<file path="src/rtl/mem_arb_pkg.sv">
// mem_arb_pkg: shared sizes, FSM state type and default access windows for mem_bus_arbiter
package mem_arb_pkg;

    localparam int AW   = 6;
    localparam int NREQ = 2;

    localparam int DEF_EN_LO = 12;
    localparam int DEF_EN_HI = 48;
    localparam int DEF_WR_LO = 12;
    localparam int DEF_WR_HI = 14;

    typedef enum logic [1:0] {IDLE, ACCESS, RESP} state_t;

    function automatic logic win_ok(
        input logic [AW-1:0] a,
        input logic          w,
        input int            en_lo,
        input int            en_hi,
        input int            wr_lo,
        input int            wr_hi
    );
        int ai;
        ai = int'(a);
        return (ai >= en_lo) && (ai <= en_hi) && (!w || ((ai >= wr_lo) && (ai <= wr_hi)));
    endfunction

endpackage

</file>
<file path="src/rtl/rr_arbiter_2.sv">
// rr_arbiter_2: two-way round-robin pick with a pointer that favours the requester not granted last
module rr_arbiter_2 (
    input  logic       clk,
    input  logic       rst_n,
    input  logic [1:0] req,
    input  logic       take,
    output logic       pick
);

    logic ptr;

    assign pick = (&req) ? ptr : req[1];

    // pointer moves to the loser whenever a pick is consumed; reset favours requester 0
    always_ff @(posedge clk or negedge rst_n) begin
        if (!rst_n)
            ptr <= 1'b0;
        else if (take)
            ptr <= ~pick;
    end

endmodule

</file>
<file path="src/rtl/mem_bus_arbiter.sv">
// mem_bus_arbiter: two-requester memory bus arbiter, IDLE/ACCESS/RESP per access; MEM_ARB_WIN_CHECK_EN enables address window checking
module mem_bus_arbiter
    import mem_arb_pkg::*;
#(
    parameter int DW    = 8,
    parameter int EN_LO = DEF_EN_LO,
    parameter int EN_HI = DEF_EN_HI,
    parameter int WR_LO = DEF_WR_LO,
    parameter int WR_HI = DEF_WR_HI
) (
    input  logic                 clk,
    input  logic                 rst_n,
    input  logic [NREQ-1:0]      req,
    input  logic [NREQ-1:0]      req_wr,
    input  logic [NREQ*AW-1:0]   req_addr,
    input  logic [NREQ*DW-1:0]   req_wdata,
    output logic [NREQ-1:0]      gnt,
    output logic [NREQ-1:0]      done,
    output logic [NREQ-1:0]      err,
    output logic [DW-1:0]        rdata,
    output logic [AW-1:0]        addr,
    output logic                 wr,
    output logic                 en,
    output logic [DW-1:0]        wdata,
    input  logic [DW-1:0]        mem_rdata
);

`ifdef MEM_ARB_WIN_CHECK_EN
    localparam bit WIN_CHECK = 1'b1;
`else
    localparam bit WIN_CHECK = 1'b0;
`endif

    state_t          state;
    logic            pick;
    logic            sel_q;
    logic            rd_q;
    logic            bad_q;
    logic [AW-1:0]   p_addr;
    logic [DW-1:0]   p_wdata;
    logic            p_wr;
    logic            p_ok;
    logic [1:0]      p_hot;
    logic [1:0]      sel_hot;

    assign p_addr  = pick ? req_addr[2*AW-1:AW] : req_addr[AW-1:0];
    assign p_wdata = pick ? req_wdata[2*DW-1:DW] : req_wdata[DW-1:0];
    assign p_wr    = pick ? req_wr[1] : req_wr[0];
    assign p_ok    = WIN_CHECK ? win_ok(p_addr, p_wr, EN_LO, EN_HI, WR_LO, WR_HI) : 1'b1;
    assign p_hot   = pick ? 2'b10 : 2'b01;
    assign sel_hot = sel_q ? 2'b10 : 2'b01;
    assign rdata   = (state == RESP && rd_q) ? mem_rdata : '0;

    rr_arbiter_2 u_rr (
        .clk   (clk),
        .rst_n (rst_n),
        .req   (req),
        .take  (state == IDLE && |req),
        .pick  (pick)
    );

    // access sequencer: latch the pick in IDLE, drive memory in ACCESS, pulse completion in RESP
    always_ff @(posedge clk or negedge rst_n) begin
        if (!rst_n) begin
            state <= IDLE;
            sel_q <= 1'b0;
            rd_q  <= 1'b0;
            bad_q <= 1'b0;
            gnt   <= '0;
            done  <= '0;
            err   <= '0;
            en    <= 1'b0;
            wr    <= 1'b0;
            addr  <= '0;
            wdata <= '0;
        end else begin
            case (state)
                IDLE: if (|req) begin
                    state <= ACCESS;
                    sel_q <= pick;
                    rd_q  <= p_ok & ~p_wr;
                    bad_q <= ~p_ok;
                    gnt   <= p_hot;
                    addr  <= p_addr;
                    wdata <= p_wdata;
                    en    <= p_ok;
                    wr    <= p_ok & p_wr;
                end
                ACCESS: begin
                    state <= RESP;
                    gnt   <= '0;
                    en    <= 1'b0;
                    wr    <= 1'b0;
                    done  <= sel_hot;
                    err   <= bad_q ? sel_hot : 2'b00;
                end
                RESP: begin
                    state <= IDLE;
                    done  <= '0;
                    err   <= '0;
                end
                default: state <= IDLE;
            endcase
        end
    end

endmodule
</file>
<file path="config.mk">
export PLATFORM = sky130hd
export DESIGN_NAME = mem_bus_arbiter
export DESIGN_NICKNAME = d
export VERILOG_FILES = /design/src/rtl/mem_arb_pkg.sv /design/src/rtl/rr_arbiter_2.sv /design/src/rtl/mem_bus_arbiter.sv
export SDC_FILE = /design/constraint.sdc
export NUM_CORES = 1
export LEC_CHECK = 0
export CORE_UTILIZATION = 55
export CTS_CLUSTER_DIAMETER = 80
export DETAILED_ROUTE_END_ITERATION = 12
export DONT_BUFFER_PORTS = 1
export GPL_TIMING_DRIVEN = 0
export PLACE_DENSITY_LB_ADDON = 0.25
export REMOVE_ABC_BUFFERS = 1
export SYNTH_ARGS = -nofsm -noshare
export SYNTH_HDL_FRONTEND = slang
export SYNTH_SLANG_ARGS = --single-unit
</file>
<file path="constraint.sdc">
create_clock -name clk -period 1.6 [get_ports clk]
set_clock_uncertainty 0.15 [all_clocks]
set_input_delay 0.32 -clock clk [delete_from_list [all_inputs] [get_ports clk]]
set_output_delay 0.32 -clock clk [all_outputs]
set_load 0.01 [all_outputs]
</file>
=== Yosys cells after proc, flatten, opt, wreduce, memory -nomap -nowiden ===
Index checks and enable logic that the tools add are counted.

* Input bits: 42
* Word-level logic and storage cells: 43
* Flip-flop bits (word level): 27
* Output and inout port bits: 30

* Mux-type cells: 17
* Reduce and logical (&&, ||, !) cells: 10
* Eq/ne operators: 3
* Bitwise logic cells: 2

{| class="wikitable"
|+ Operator list
! cell !! count
|-
| $mux W8 || 2
|-
| $pmux W2 S2 || 3
|-
| $mux W2 || 5
|-
| $mux W6 || 1
|-
| $reduce_and A2 Y1 || 3
|-
| $mux W1 || 4
|-
| $pmux W1 S2 || 2
|-
| $reduce_bool A2 Y1 || 2
|-
| $reduce_or A2 Y1 || 2
|-
| $eq A2 B1 Y1 const B || 1
|-
| $eq A2 B2 Y1 const B || 1
|-
| $logic_and A1 B1 Y1 || 2
|-
| $logic_not A2 Y1 || 1
|-
| $ne A2 B1 Y1 const B || 1
|-
| $not A1 Y1 || 2
|}

=== Longest topological paths before layout ===
Gate-level depths: netlist of the first run.

* Word-level depth: 5
* Depth in mapped cells: 8
* Gate-level depth less buffers: 5

=== By module ===
From an unflattened synthesis of the first run, not the netlist that was laid out.

* Cells, all modules: 120
* Area total of the unflattened synthesis: 1,296.2 um^2

{| class="wikitable"
|+ By module, submodules not included
! module !! area an instance (um^2) !! cells each !! instances
|-
| mem_bus_arbiter || 1,239.9 || 115 || 1
|-
| rr_arbiter_2 || 56.3 || 5 || 1
|}

=== Least setup slack after synthesis of the first run ===
No wires, ideal clock.

* Kind: flip-flop to flip-flop
* Start: reg state[0]
* End: reg wr
* Setup slack: -0.065 ns
* Cell stages (with the launch flop): 7
* Library setup time: 0.069 ns
* Clock period less this slack: 1.665 ns
* Arrival time: 1.446 ns
* Path through: dfrtp_1 > inv_1 > ha_1 > buf_2 > o21ai_2 > or4_1 > nand3_1

* Word-level cells in the longest chain between the ends: 3
* Elaborated cells on any way between the ends: 6
* Those cells by class: eq/ne: 2; mux: 1; reduce/logical: 3

{| class="wikitable"
|+ Ends and longest elaborated chain
! element !! RTL line !! RTL
|-
| start: declaration || mem_bus_arbiter.sv:34 || <nowiki>state_t state;</nowiki>
|-
| start signal: assignment || mem_bus_arbiter.sv:65 || <nowiki>state <= IDLE;</nowiki>
|-
| start signal: assignment || mem_bus_arbiter.sv:79 || <nowiki>state <= ACCESS;</nowiki>
|-
| start signal: assignment || mem_bus_arbiter.sv:90 || <nowiki>state <= RESP;</nowiki>
|-
| $logic_not A2 Y1 / $eq A2 B1 Y1 (equally long branches) || mem_bus_arbiter.sv:77 || <nowiki>case (state)</nowiki>
|-
| $ne A2 B1 Y1 (no line) / $reduce_bool A2 Y1 (equally long branches) || n/a ||
|-
| $reduce_and A2 Y1 (no line) || n/a ||
|-
| end signal: assignment || mem_bus_arbiter.sv:87 || <nowiki>wr <= p_ok & p_wr;</nowiki>
|-
| end: declaration || mem_bus_arbiter.sv:22 || <nowiki>output logic wr,</nowiki>
|}

Parallel ways exist; a longest one is shown, timed or not.
A chain may end at the register's enable or synchronous reset.

=== Worst setup path in the final report of the first run ===
Same ends and word-level chain as after synthesis.

==> reports/qor.yml, run 1 <==
status:
  outcome: "complete, but fails checks"
  violations: "setup timing"
logic_synthesis:
  synthArstFlopShare: 1.00
  ys.flop_type: "dfrtp_1"
  synth_edf_count: 0
  synth_area_um2: 1350
  syn-instance-count: 150
  syn_avg_cell_area_um2: 9.00
  yosys_warnings: 0
  synth-seq-cells: 25
  yosysSeqAreaShare: 0.463
  yosysUniqueCellTypes: 29
clocking:
  cts_tree: "built"
  cts_root_buf: "clkbuf_4"
  clk_latency_ps: 350
  clk_pin_slew_worst_paths_ps: 170
  cts_buffers: 3
  clock-sinks: 25
  htreeDepth: 1
  cts_buffer_depth: 2
floorplan:
  io_pins: 72
  die_x_um: 51.5
  die_area_um2: 2660
  die_h_um: 51.5
  initial_core_util: 0.599
  placementRows: 17
  coreArea_um2: 2250
routing:
  dr_total_vias: 1494
  final_antenna_net_count: 0
  wl_met3_um: 506
  firstDrtPassIters: 4
  finalWirelength_um: 5900
  wl_met1_um: 2080
  drc: 0
  drtIter0Drc: 79
  vias_per_cell: 7.15
  highest-signal-layer: "met4"
  wl_met2_um: 2920
  avgRoutedWirePerCell_um: 28.2
timing:
  clock.fmax_ghz: 0.532
  drv_slew: 0
  rsz0062_at_grt: "true"
  setup_ws_ps: -279
  setup_viol: 31
  hold_viol: 0
  maxSlewHeadroom: 0.651
  fin_crit_sh: 1.17
  period_needed_ps: 1880
  tightest_slew_ps: 522
critical_path:
  slowest_stage: "dfrtp_1"
  crit_path_max_incr_delay_ps: 430
  startpoint_type: "flop"
  crit_type: "reg -> reg"
  worstPathArrival_ps: 2040
  path_cells: "inv_2, buf_4, buf_12, ha_4, buf_4, buf_4, nor3b_1, o21ai_2, nand3_2"
  cpMostUsedCell: "buf_4"
  critPathBufInv: 5
  worstPathRequired_ps: 1760
  path_max_fanout: 4
  end_kind: "flop"
  critPathTopFamily: "buffers and inverters"
pwr:
  p_switching_mw: 1.96
  swShare: 0.459
  combPwrFrac: 0.601
  clockPowerShare: 0.078
  cellPowerDensity_nw_per_um2: 2000
  leakage_nw: 0.818
  peakVddDrop_v: 0.00173
  p_int_mw: 2.31
  pwr-share-seq: 0.321
min_path:
  hp-class: "in -> reg"
global_route:
  grt_pass1_vias: 1270
  antenna_found_initial: 0
  grt_max_degree: 26
  grt.total_usage: 0.299
  grt-ovfl-total: 0
  grt_pass1_wl_um: 5800
final_layout:
  n_antenna_cell: 0
  final_cell_count_no_fill: 209
  fin_nets: 228
  multi_input_area_um2: 982
  seq_area_um2: 626
  drive_above_1_share: 0.409
  syn_to_final_growth_pct: 57.6
  fillers: 60
  final_area_um2: 2130
placement:
  detailed_place.area_um2: 1300
  dp_cells: 165
  hpwl_um: 2070
  numPortBuffers: 0
  dp_worst_setup_slack_ps: -413
  place.gp.congestion: 0.724
job:
  drv_cap: 0
[path summary, 6_finish.rpt]
kind,slack (ps),start,to,depth (start not counted)
min reg2reg,450,en,en,1
min,6,req[1],wdata[6],2
max in group asynchronous,920,rst_n,done[1],2
max reg2reg,-280,state[0],wr,9
max,-280,state[0],wr,9
min in group asynchronous,220,rst_n,wdata[4],2
[through the flow]
step / utilization / hold WS (ps) / total power [mW] / TNS, ps
final: 0.944 / 6.01 / 4.26 / -3450
after floorplan: - / -126 / 2.09 / -166
after global routing: 0.944 / 1.15 / 4.39 / -4280
after CTS: 0.741 / 0.130 / 3.07 / -985
after detailed placement: 0.578 / -125 / 2.36 / -5460
after global placement: 0.578 / -125 / 2.28 / -4370
[cell families (layout without fill, tap and decap cells)]
kind of cell,after synthesis,after routing,share of synthesized area
AOI/OAI and AO/OA,59,61,0.255
and+or+nand+nor,41,41,0.156
muxes,1,1,0.00834
other,1,2,0.00278
buffers and inverters,19,47,0.0778
DFF,25,25,0.463
adders and majority gates,4,4,0.0371
[cells in the final DEF (no fill, tap or decap), types with 4 or more instances in the layout]
master	synthesis	final
a21oi_1	15	8
a21oi_2	0	7
a31oi_1	16	5
a31oi_4	0	11
and3_4	0	8
buf_12	0	5
buf_4	2	11
dfrtp_1	25	25
dlygate4sd3_1	0	17
nand2_1	6	4
nor2_1	17	14
o21ai_0	13	12
o21ai_1	7	7
[power groups by stage]
stage	Sequential (mW)	Combinational (mW)	Clock, mW
2_1_floorplan	1.25	0.846	0
3_3_place_gp	1.30	0.980	0
3_5_place_dp	1.31	1.05	0
4_1_cts	1.31	1.46	0.297
5_1_grt	1.40	2.65	0.345
6_report	1.37	2.56	0.334
[worst register-to-register path, delay by kind of cell, from the launching register on]
kind	cells	cell delay [ps]
AND/OR/NAND/NOR	2	420
buffers and inverters	5	570
AO/OA/AOI/OAI	1	120
adder cells (fa/ha/maj)	1	160
flip-flops	1	430
[routing by layer]
metal	vias up	global-route usage
li1	603	-
met1	723	0.348
met2	130	0.517
met3	38	0.0497
met4	0	0.167
met5	-	0
[Yosys cell counts (all sizes together) (2+ instances only)]
library cell	n	area, um2
a21oi	15	75.1
a22o	3	26.3
a31oi	16	100
and3	8	50.1
buf	13	82.6
dfrtp	25	626
ha	4	50.1
inv	5	18.8
nand2	6	22.5
nand3	2	10.0
nor2	17	63.8
nor2b	3	26.3
o21a	2	15.0
o21ai	21	109
[registers in the layout, indices dropped and copies added (netlist names)]
register,count
en,1
u_rr.ptr,1
wdata,8
gnt,2
rd_q,1
sel_q,1
done,2
state,2
addr,6
wr,1
[layout make-up]
| class | instances | share of cell area |
|---|---|---|
| Inverter | 5 | 0.00882 |
| Multi-Input combinational cell | 109 | 0.461 |
| Sequential cell | 25 | 0.294 |
| Clock buffer | 3 | 0.0106 |
| Timing Repair Buffer | 38 | 0.205 |
| Tap cell | 28 | 0.0165 |
| Clock inverter | 1 | 0.00353 |
[what timing repair did]
action,in CTS,in global routing
pin swaps,3,18
resized for setup,23,45
setup endpoints to repair,30,29
hold endpoints to repair,38,3
hold buffers,15,3
setup buffers,8,10
gates cloned,0,4
No activity file was read; power rests on OpenSTA's default activity.
==> run 2: changes to the inputs <==
--- a/config.mk
+++ b/config.mk
@@ -12,6 +12,7 @@
 export GPL_TIMING_DRIVEN = 0
 export PLACE_DENSITY_LB_ADDON = 0.25
 export REMOVE_ABC_BUFFERS = 1
+export SLEW_MARGIN = 15
 export SYNTH_ARGS = -nofsm -noshare
 export SYNTH_HDL_FRONTEND = slang
 export SYNTH_SLANG_ARGS = --single-unit
==> results of run 2 <==
Same layout as run 1: the final DEF is identical, and so are final timing and power.
